File: config.mk
export PLATFORM = sky130hd
export DESIGN_NAME = nabp_shift_sequencer_flat
export DESIGN_NICKNAME = d
export VERILOG_FILES = /design/src/rtl/nabp_shift_sequencer_if.sv /design/src/rtl/nabp_shift_sequencer.sv /design/src/flat_wrapper.sv
export SDC_FILE = /design/constraint.sdc
export NUM_CORES = 1
export LEC_CHECK = 0
export ABC_CLOCK_PERIOD_IN_PS = 2500
export CELL_PAD_IN_SITES_DETAIL_PLACEMENT = 0
export CELL_PAD_IN_SITES_GLOBAL_PLACEMENT = 1
export CORE_ASPECT_RATIO = 1.1
export CORE_MARGIN = 8
export CORE_UTILIZATION = 36
export CTS_CLUSTER_SIZE = 10
export DETAILED_ROUTE_END_ITERATION = 6
export PLACE_DENSITY_LB_ADDON = 0.12
export SYNTH_ARGS = -nofsm -noshare
export SYNTH_HDL_FRONTEND = slang
export SYNTH_SLANG_ARGS = --single-unit
File: constraint.sdc
create_clock -name clk -period 2.5 [get_ports clk]
set_input_delay 0.5 -clock clk [delete_from_list [all_inputs] [get_ports clk]]
set_output_delay 0.5 -clock clk [all_outputs]
set_load 0.01 [all_outputs]
File: src/rtl/nabp_shift_sequencer_if.sv
// Fill/shift handshake between nabp_shift_sequencer (master) and the shifter (slave).
interface nabp_shift_sequencer_if #(
    parameter int unsigned ACCU_WIDTH = 16
);
    logic                  sc_fill_kick;
    logic                  sc_shift_kick;
    logic [ACCU_WIDTH-1:0] sc_accu_base;
    logic                  sc_fill_done;
    logic                  sc_shift_done;

    modport master (
        output sc_fill_kick,
        output sc_shift_kick,
        output sc_accu_base,
        input  sc_fill_done,
        input  sc_shift_done
    );

    modport slave (
        input  sc_fill_kick,
        input  sc_shift_kick,
        input  sc_accu_base,
        output sc_fill_done,
        output sc_shift_done
    );
endinterface

File: src/rtl/nabp_shift_sequencer.sv
// Per-projection fill/shift sequencer: walks angles, latches ROM accu base, kicks the shifter.
// Optional watchdog on the fill/shift wait states: define NABP_SHIFT_SEQ_WATCHDOG_EN.
module nabp_shift_sequencer #(
    parameter int unsigned NUM_ANGLES  = 180,
    parameter int unsigned ANGLE_WIDTH = 8,
    parameter int unsigned ACCU_WIDTH  = 16,
    parameter int unsigned WDOG_CYCLES = 4095
) (
    input  logic                   clk,
    input  logic                   reset_n,
    input  logic                   start,
    input  logic                   abort,
    output logic                   busy,
    output logic                   done,
    output logic                   error,
    output logic [ANGLE_WIDTH-1:0] angle,
    output logic [ANGLE_WIDTH-1:0] rom_addr,
    input  logic [ACCU_WIDTH-1:0]  rom_data,
    input  logic                   pe_ready,
    nabp_shift_sequencer_if.master sc
);

    localparam logic [ANGLE_WIDTH-1:0] LAST_ANGLE = ANGLE_WIDTH'(NUM_ANGLES - 1);

    if (NUM_ANGLES < 32'd1 || 64'(NUM_ANGLES) > (64'd1 << ANGLE_WIDTH) || WDOG_CYCLES < 32'd1)
    begin : g_cfg_err
        $error("nabp_shift_sequencer: illegal parameter combination");
    end

    typedef enum logic [3:0] {
        ST_IDLE       = 4'd0,
        ST_LOAD       = 4'd1,
        ST_LATCH      = 4'd2,
        ST_FILL_KICK  = 4'd3,
        ST_FILL_WAIT  = 4'd4,
        ST_PE_WAIT    = 4'd5,
        ST_SHIFT_KICK = 4'd6,
        ST_SHIFT_WAIT = 4'd7,
        ST_NEXT       = 4'd8
    } state_e;

    state_e                  state_q, state_d;
    logic                    busy_q, busy_d;
    logic                    done_q, done_d;
    logic                    error_q, error_d;
    logic                    fill_kick_q, fill_kick_d;
    logic                    shift_kick_q, shift_kick_d;
    logic [ANGLE_WIDTH-1:0]  angle_q, angle_d;
    logic [ANGLE_WIDTH-1:0]  rom_addr_q, rom_addr_d;
    logic [ACCU_WIDTH-1:0]   accu_base_q, accu_base_d;
    logic                    wdog_expired;
    logic                    last_angle;

    assign last_angle = (angle_q == LAST_ANGLE);

`ifdef NABP_SHIFT_SEQ_WATCHDOG_EN
    localparam int unsigned       WDOG_W    = $clog2(WDOG_CYCLES + 1);
    localparam logic [WDOG_W-1:0] WDOG_LAST = WDOG_W'(WDOG_CYCLES - 1);

    logic [WDOG_W-1:0] wdog_q, wdog_d;

    // Counter restarts on each kick, so it measures time spent in the wait state that follows.
    always_comb begin
        wdog_d       = wdog_q;
        wdog_expired = 1'b0;
        if (state_q == ST_FILL_KICK || state_q == ST_SHIFT_KICK) begin
            wdog_d = '0;
        end else if (state_q == ST_FILL_WAIT || state_q == ST_SHIFT_WAIT) begin
            wdog_d = wdog_q + WDOG_W'(1);
        end
        if ((state_q == ST_FILL_WAIT  && !sc.sc_fill_done) ||
            (state_q == ST_SHIFT_WAIT && !sc.sc_shift_done)) begin
            wdog_expired = (wdog_q == WDOG_LAST);
        end
    end

    always_ff @(posedge clk) begin
        if (!reset_n) begin
            wdog_q <= '0;
        end else begin
            wdog_q <= wdog_d;
        end
    end
`else
    assign wdog_expired = 1'b0;
`endif

    // State register
    always_ff @(posedge clk) begin
        if (!reset_n) begin
            state_q <= ST_IDLE;
        end else begin
            state_q <= state_d;
        end
    end

    // Next-state logic; abort overrides every transition, including start.
    always_comb begin
        state_d = state_q;
        unique case (state_q)
            ST_IDLE:       if (start) state_d = ST_LOAD;
            ST_LOAD:       state_d = ST_LATCH;
            ST_LATCH:      state_d = ST_FILL_KICK;
            ST_FILL_KICK:  state_d = ST_FILL_WAIT;
            ST_FILL_WAIT: begin
                if (sc.sc_fill_done)    state_d = ST_PE_WAIT;
                else if (wdog_expired)  state_d = ST_IDLE;
            end
            ST_PE_WAIT:    if (pe_ready) state_d = ST_SHIFT_KICK;
            ST_SHIFT_KICK: state_d = ST_SHIFT_WAIT;
            ST_SHIFT_WAIT: begin
                if (sc.sc_shift_done)   state_d = ST_NEXT;
                else if (wdog_expired)  state_d = ST_IDLE;
            end
            ST_NEXT:       state_d = last_angle ? ST_IDLE : ST_LOAD;
            default:       state_d = ST_IDLE;
        endcase
        if (abort) begin
            state_d = ST_IDLE;
        end
    end

    // Output logic: registered outputs are computed from the state being entered.
    always_comb begin
        busy_d       = (state_d != ST_IDLE);
        fill_kick_d  = (state_d == ST_FILL_KICK);
        shift_kick_d = (state_d == ST_SHIFT_KICK);
        done_d       = 1'b0;
        angle_d      = angle_q;
        rom_addr_d   = rom_addr_q;
        accu_base_d  = accu_base_q;
        error_d      = error_q;

        if (!abort) begin
            unique case (state_q)
                ST_IDLE: begin
                    if (start) begin
                        angle_d = '0;
                        error_d = 1'b0;
                    end
                end
                ST_LATCH: accu_base_d = rom_data;
                ST_NEXT: begin
                    if (last_angle) done_d  = 1'b1;
                    else            angle_d = angle_q + ANGLE_WIDTH'(1);
                end
                default: ;
            endcase
            if (wdog_expired) begin
                error_d = 1'b1;
            end
        end

        if (state_d == ST_LOAD) begin
            rom_addr_d = angle_d;
        end

`ifndef NABP_SHIFT_SEQ_WATCHDOG_EN
        error_d = 1'b0;
`endif
    end

    // Output registers
    always_ff @(posedge clk) begin
        if (!reset_n) begin
            busy_q       <= 1'b0;
            done_q       <= 1'b0;
            error_q      <= 1'b0;
            fill_kick_q  <= 1'b0;
            shift_kick_q <= 1'b0;
            angle_q      <= '0;
            rom_addr_q   <= '0;
            accu_base_q  <= '0;
        end else begin
            busy_q       <= busy_d;
            done_q       <= done_d;
            error_q      <= error_d;
            fill_kick_q  <= fill_kick_d;
            shift_kick_q <= shift_kick_d;
            angle_q      <= angle_d;
            rom_addr_q   <= rom_addr_d;
            accu_base_q  <= accu_base_d;
        end
    end

    assign busy             = busy_q;
    assign done             = done_q;
    assign error            = error_q;
    assign angle            = angle_q;
    assign rom_addr         = rom_addr_q;
    assign sc.sc_fill_kick  = fill_kick_q;
    assign sc.sc_shift_kick = shift_kick_q;
    assign sc.sc_accu_base  = accu_base_q;

endmodule
File: src/flat_wrapper.sv
// flat-port wrapper written by rule: the top's interface ports become plain ports
module nabp_shift_sequencer_flat 
#(
    parameter int unsigned NUM_ANGLES  = 180,
    parameter int unsigned ANGLE_WIDTH = 8,
    parameter int unsigned ACCU_WIDTH  = 16,
    parameter int unsigned WDOG_CYCLES = 4095
)
  (clk, reset_n, start, abort, busy, done, error, angle, rom_addr, rom_data, pe_ready, sc_sc_fill_kick, sc_sc_shift_kick, sc_sc_accu_base, sc_sc_fill_done, sc_sc_shift_done);
  nabp_shift_sequencer_if #(.ACCU_WIDTH(ACCU_WIDTH)) sc_i ();
  input  logic clk;
  input  logic reset_n;
  input  logic start;
  input  logic abort;
  output logic busy;
  output logic done;
  output logic error;
  output logic [ANGLE_WIDTH-1:0] angle;
  output logic [ANGLE_WIDTH-1:0] rom_addr;
  input  logic [ACCU_WIDTH-1:0] rom_data;
  input  logic pe_ready;
  output wire logic [$bits(sc_i.sc_fill_kick)-1:0] sc_sc_fill_kick;
  output wire logic [$bits(sc_i.sc_shift_kick)-1:0] sc_sc_shift_kick;
  output wire logic [$bits(sc_i.sc_accu_base)-1:0] sc_sc_accu_base;
  input wire logic [$bits(sc_i.sc_fill_done)-1:0] sc_sc_fill_done;
  input wire logic [$bits(sc_i.sc_shift_done)-1:0] sc_sc_shift_done;
  assign sc_sc_fill_kick = sc_i.sc_fill_kick;
  assign sc_sc_shift_kick = sc_i.sc_shift_kick;
  assign sc_sc_accu_base = sc_i.sc_accu_base;
  assign sc_i.sc_fill_done = sc_sc_fill_done;
  assign sc_i.sc_shift_done = sc_sc_shift_done;
  nabp_shift_sequencer #(.NUM_ANGLES(NUM_ANGLES), .ANGLE_WIDTH(ANGLE_WIDTH), .ACCU_WIDTH(ACCU_WIDTH), .WDOG_CYCLES(WDOG_CYCLES)) u_core (.clk(clk), .reset_n(reset_n), .start(start), .abort(abort), .busy(busy), .done(done), .error(error), .angle(angle), .rom_addr(rom_addr), .rom_data(rom_data), .pe_ready(pe_ready), .sc(sc_i));
endmodule
==> flow_metrics.env <==
export IMPL_syn_inst=217
export IMPL_clockPowerShare_pct=42.3
export IMPL_synth_main_ff_cell="dfxtp_1"
export IMPL_syn_nets=241
export IMPL_grt_max_degree=25
export IMPL_p_per_area_nw_per_um2=515
export IMPL_max_freq_mhz=520
export IMPL_post_cts_resized=0
export IMPL_ff2ff_path_depth=4
export IMPL_start_kind="input pin"
export IMPL_r2r_slack_ns=0.58
export IMPL_netSwitchingFraction_pct=22.5
export IMPL_seqPwrFrac_pct=48.7
export IMPL_die_h_um=91.4
export IMPL_post_route_drc_count=0
export IMPL_fin_nets=297
export IMPL_rows=27
export IMPL_postCtsSetupRepairBufs=0
export IMPL_tightest_slew_ns=0.595
export IMPL_yosysWarnings=0
export IMPL_ys_seq_area_share_pct=43.1
export IMPL_grt_pass1_wl_mm=9.24
export IMPL_cts_buffer_depth=2
export IMPL_cts_root_buf="clkbuf_8"
export IMPL_ir_drop_v=0.000300
export IMPL_vias=1781
export IMPL_critPathKind="input pin to flip-flop"
export IMPL_hp_class="flip-flop to flip-flop"
export IMPL_grt_ovfl_total=0
export IMPL_rsz0062_at_grt="no"
export IMPL_finalMaxSlewViolations=0
export IMPL_crit_start="abort"
export IMPL_synth_top_area_share_pct=43.1
export IMPL_worst_setup_hold_path_clk_slew_ns=0.08
export IMPL_htree_levels=2
export IMPL_ctsHoldBuffers=0
export IMPL_setup_tns_ns=0
export IMPL_async_flop_share_pct=0
export IMPL_ioPinCount=60
export IMPL_total_power_mw=1.34
export IMPL_cp_arrival_ns=2.15
export IMPL_hold_viol=0
export IMPL_syn_avg_cell_area_um2=8.56
export IMPL_first_global_vias=1821
export IMPL_ant_nets=0
export IMPL_core_area_um2=5000
export IMPL_netlist_area_um2=1860
export IMPL_globalplace_congestion=0.809
export IMPL_synthToLayoutAreaGrowth_pct=39.8
export IMPL_drive_gt1_share_pct=9.49
export IMPL_routed_wl_mm=5.48
export IMPL_grt_total_usage_pct=14.7
export IMPL_crit_required_ns=2.72
export IMPL_dpl_cell_area_um2=2480
export IMPL_fillers=510
export IMPL_power_leakage_nw=0.876
export IMPL_timing_hold_ws_ns=0.454
export IMPL_drtIter0Drc=84
export IMPL_fin_crit_sh_pct=76.9
export IMPL_ys_types=48
export IMPL_hp_start="u_core.sc.sc_accu_base[10]$_SDFFE_PN0P_"
export IMPL_dp_final_hpwl_mm=3.94
export IMPL_ys_ff_latch=40
export IMPL_synth_area_leaders="dfxtp_1, nand2_1, a21oi_1"
export IMPL_cts_sink_count=40
export IMPL_clock_skew_ns=0.00339
export IMPL_combPwrFrac_pct=9.0
export IMPL_diodes=0
export IMPL_synth_edf_count=0
export IMPL_firstDrtPassIters=4
export IMPL_setup_violations=0
export IMPL_wl_per_cell_um=16.5
export IMPL_p_switching_uw=301
export IMPL_port_buffers=58
export IMPL_cts_buffers=5
export IMPL_clk_latency_ns=0.29
export IMPL_die_x_um=84.5
export IMPL_hold_path_depth=2
export IMPL_slew_limit_headroom_pct=60.3
export IMPL_max_cap_violations=0
export IMPL_status="completed"
export IMPL_cp_end_kind="flip-flop"
export IMPL_antenna_found_initial=0
export IMPL_die_area_um2=7720
export IMPL_finalCriticalPeriod_ns=1.92
export IMPL_stdcell_area_um2=2600
export IMPL_start_util_pct=37.2
export IMPL_cp_max_fo=16
export IMPL_r2r_start="u_core.state_q[2]$_SDFF_PN0_"
export IMPL_cts_tree="yes"
export IMPL_routed_via_density=5.36
export IMPL_yosys_area_top_type="dfxtp_1"
export IMPL_p_int_mw=1.04
==> state kept, by name, summed over array words and instances (netlist names) <==
| name | count |
|---|---|
| u_core.sc.sc_accu_base | 16 |
| u_core.angle | 8 |
| u_core.rom_addr | 8 |
| u_core.state_q | 4 |
| u_core.busy | 1 |
| u_core.done | 1 |
| u_core.sc.sc_fill_kick | 1 |
| u_core.sc.sc_shift_kick | 1 |
==> worst max-delay path: stages <==
cell and delay (ns):
clkdlybuf4s50_1 0.46, buf_4 0.20, nor2_1 0.15, and3_1 0.56
nand2_1 0.12, a21oi_1 0.15
==> power by group through the flow <==
| stage | logic [mW] | clock network (mW) | registers [mW] |
|---|---|---|---|
| floorplan | 0.0521 | 0 | 0.668 |
| global placement | 0.121 | 0 | 0.668 |
| detailed placement | 0.120 | 0 | 0.667 |
| CTS | 0.121 | 0.588 | 0.653 |
| global route | 0.131 | 0.615 | 0.654 |
| finish | 0.120 | 0.566 | 0.653 |
==> cell families (layout without fill, tap and decap cells) <==
logic type,count (synthesis),count (layout),synth area share [%]
other,1,1,0.202
DFF,40,40,43.1
AOI/OAI and AO/OA,61,61,23.4
adders and majority gates,1,1,0.673
buffers and inverters,20,77,5.52
and+or+nand+nor,93,93,26.5
muxes,1,1,0.539
==> stage by stage <==
| stage | worst slack (ns) | std cells | util, % |
|---|---|---|---|
| floorplan | 0.792 | 217 | - |
| global placement | 0.303 | 324 | 49.5 |
| detailed placement | 0.256 | 324 | 49.5 |
| CTS | 0.559 | 332 | 52.0 |
| global route | 0.444 | 332 | 52.0 |
| finish | 0.578 | 332 | 52.0 |
==> worst paths after layout <==
path,endpoint
worst max-delay path,u_core.sc.sc_accu_base[8]$_SDFFE_PN0P_
worst min-delay path,u_core.sc.sc_accu_base[10]$_SDFFE_PN0P_
worst max register to register,u_core.rom_addr[4]$_SDFFE_PN0N_
worst min register to register,u_core.sc.sc_accu_base[10]$_SDFFE_PN0P_
==> synth_stat cells (3+ instances only) <==
master	count
dfxtp_1	40
o211ai_1	5
nor3_1	6
clkbuf_1	6
a21oi_1	26
and3_1	5
nand3_1	6
inv_1	4
o21ai_2	3
a211oi_1	7
buf_2	7
nand2_1	39
nor2_1	11
nor2b_1	3
and2_1	3
nand4_1	3
==> cell usage in the layout (no fill, tap or decap), types with 3 or more instances in the layout <==
| cell | n |
|---|---|
| clkdlybuf4s50_1 | 58 |
| dfxtp_1 | 40 |
| nand2_1 | 39 |
| a21oi_1 | 26 |
| nor2_1 | 11 |
| a211oi_1 | 7 |
| buf_4 | 7 |
| nand3_1 | 6 |
| nor3_1 | 6 |
| clkbuf_8 | 6 |
| and3_1 | 5 |
| o211ai_1 | 5 |
| inv_1 | 4 |
| nor2b_1 | 3 |
| and2_1 | 3 |
| o21ai_2 | 3 |
| nand4_1 | 3 |
==> cell type report <==
class                      instances  area [um^2]  area share, %
multi-input combinational        157          955           36.8
sequential                        40          801           30.8
timing repair buffer              65          633           24.4
clock buffer                       6         82.6           3.18
tap                               58         72.6           2.79
clock inverter                     2         38.8           1.49
inverter                           4         15.0          0.578
==> metal layers <==
layer,vias up,part of all wire (%),global-route usage [%]
met4,0,0.35,3.57
met1,827,46,18.4
met5,-,0,0
li1,898,-,-
met3,2,6.1,4.68
met2,54,47,23.8
Note: power is estimated with default switching activity, not from simulation.
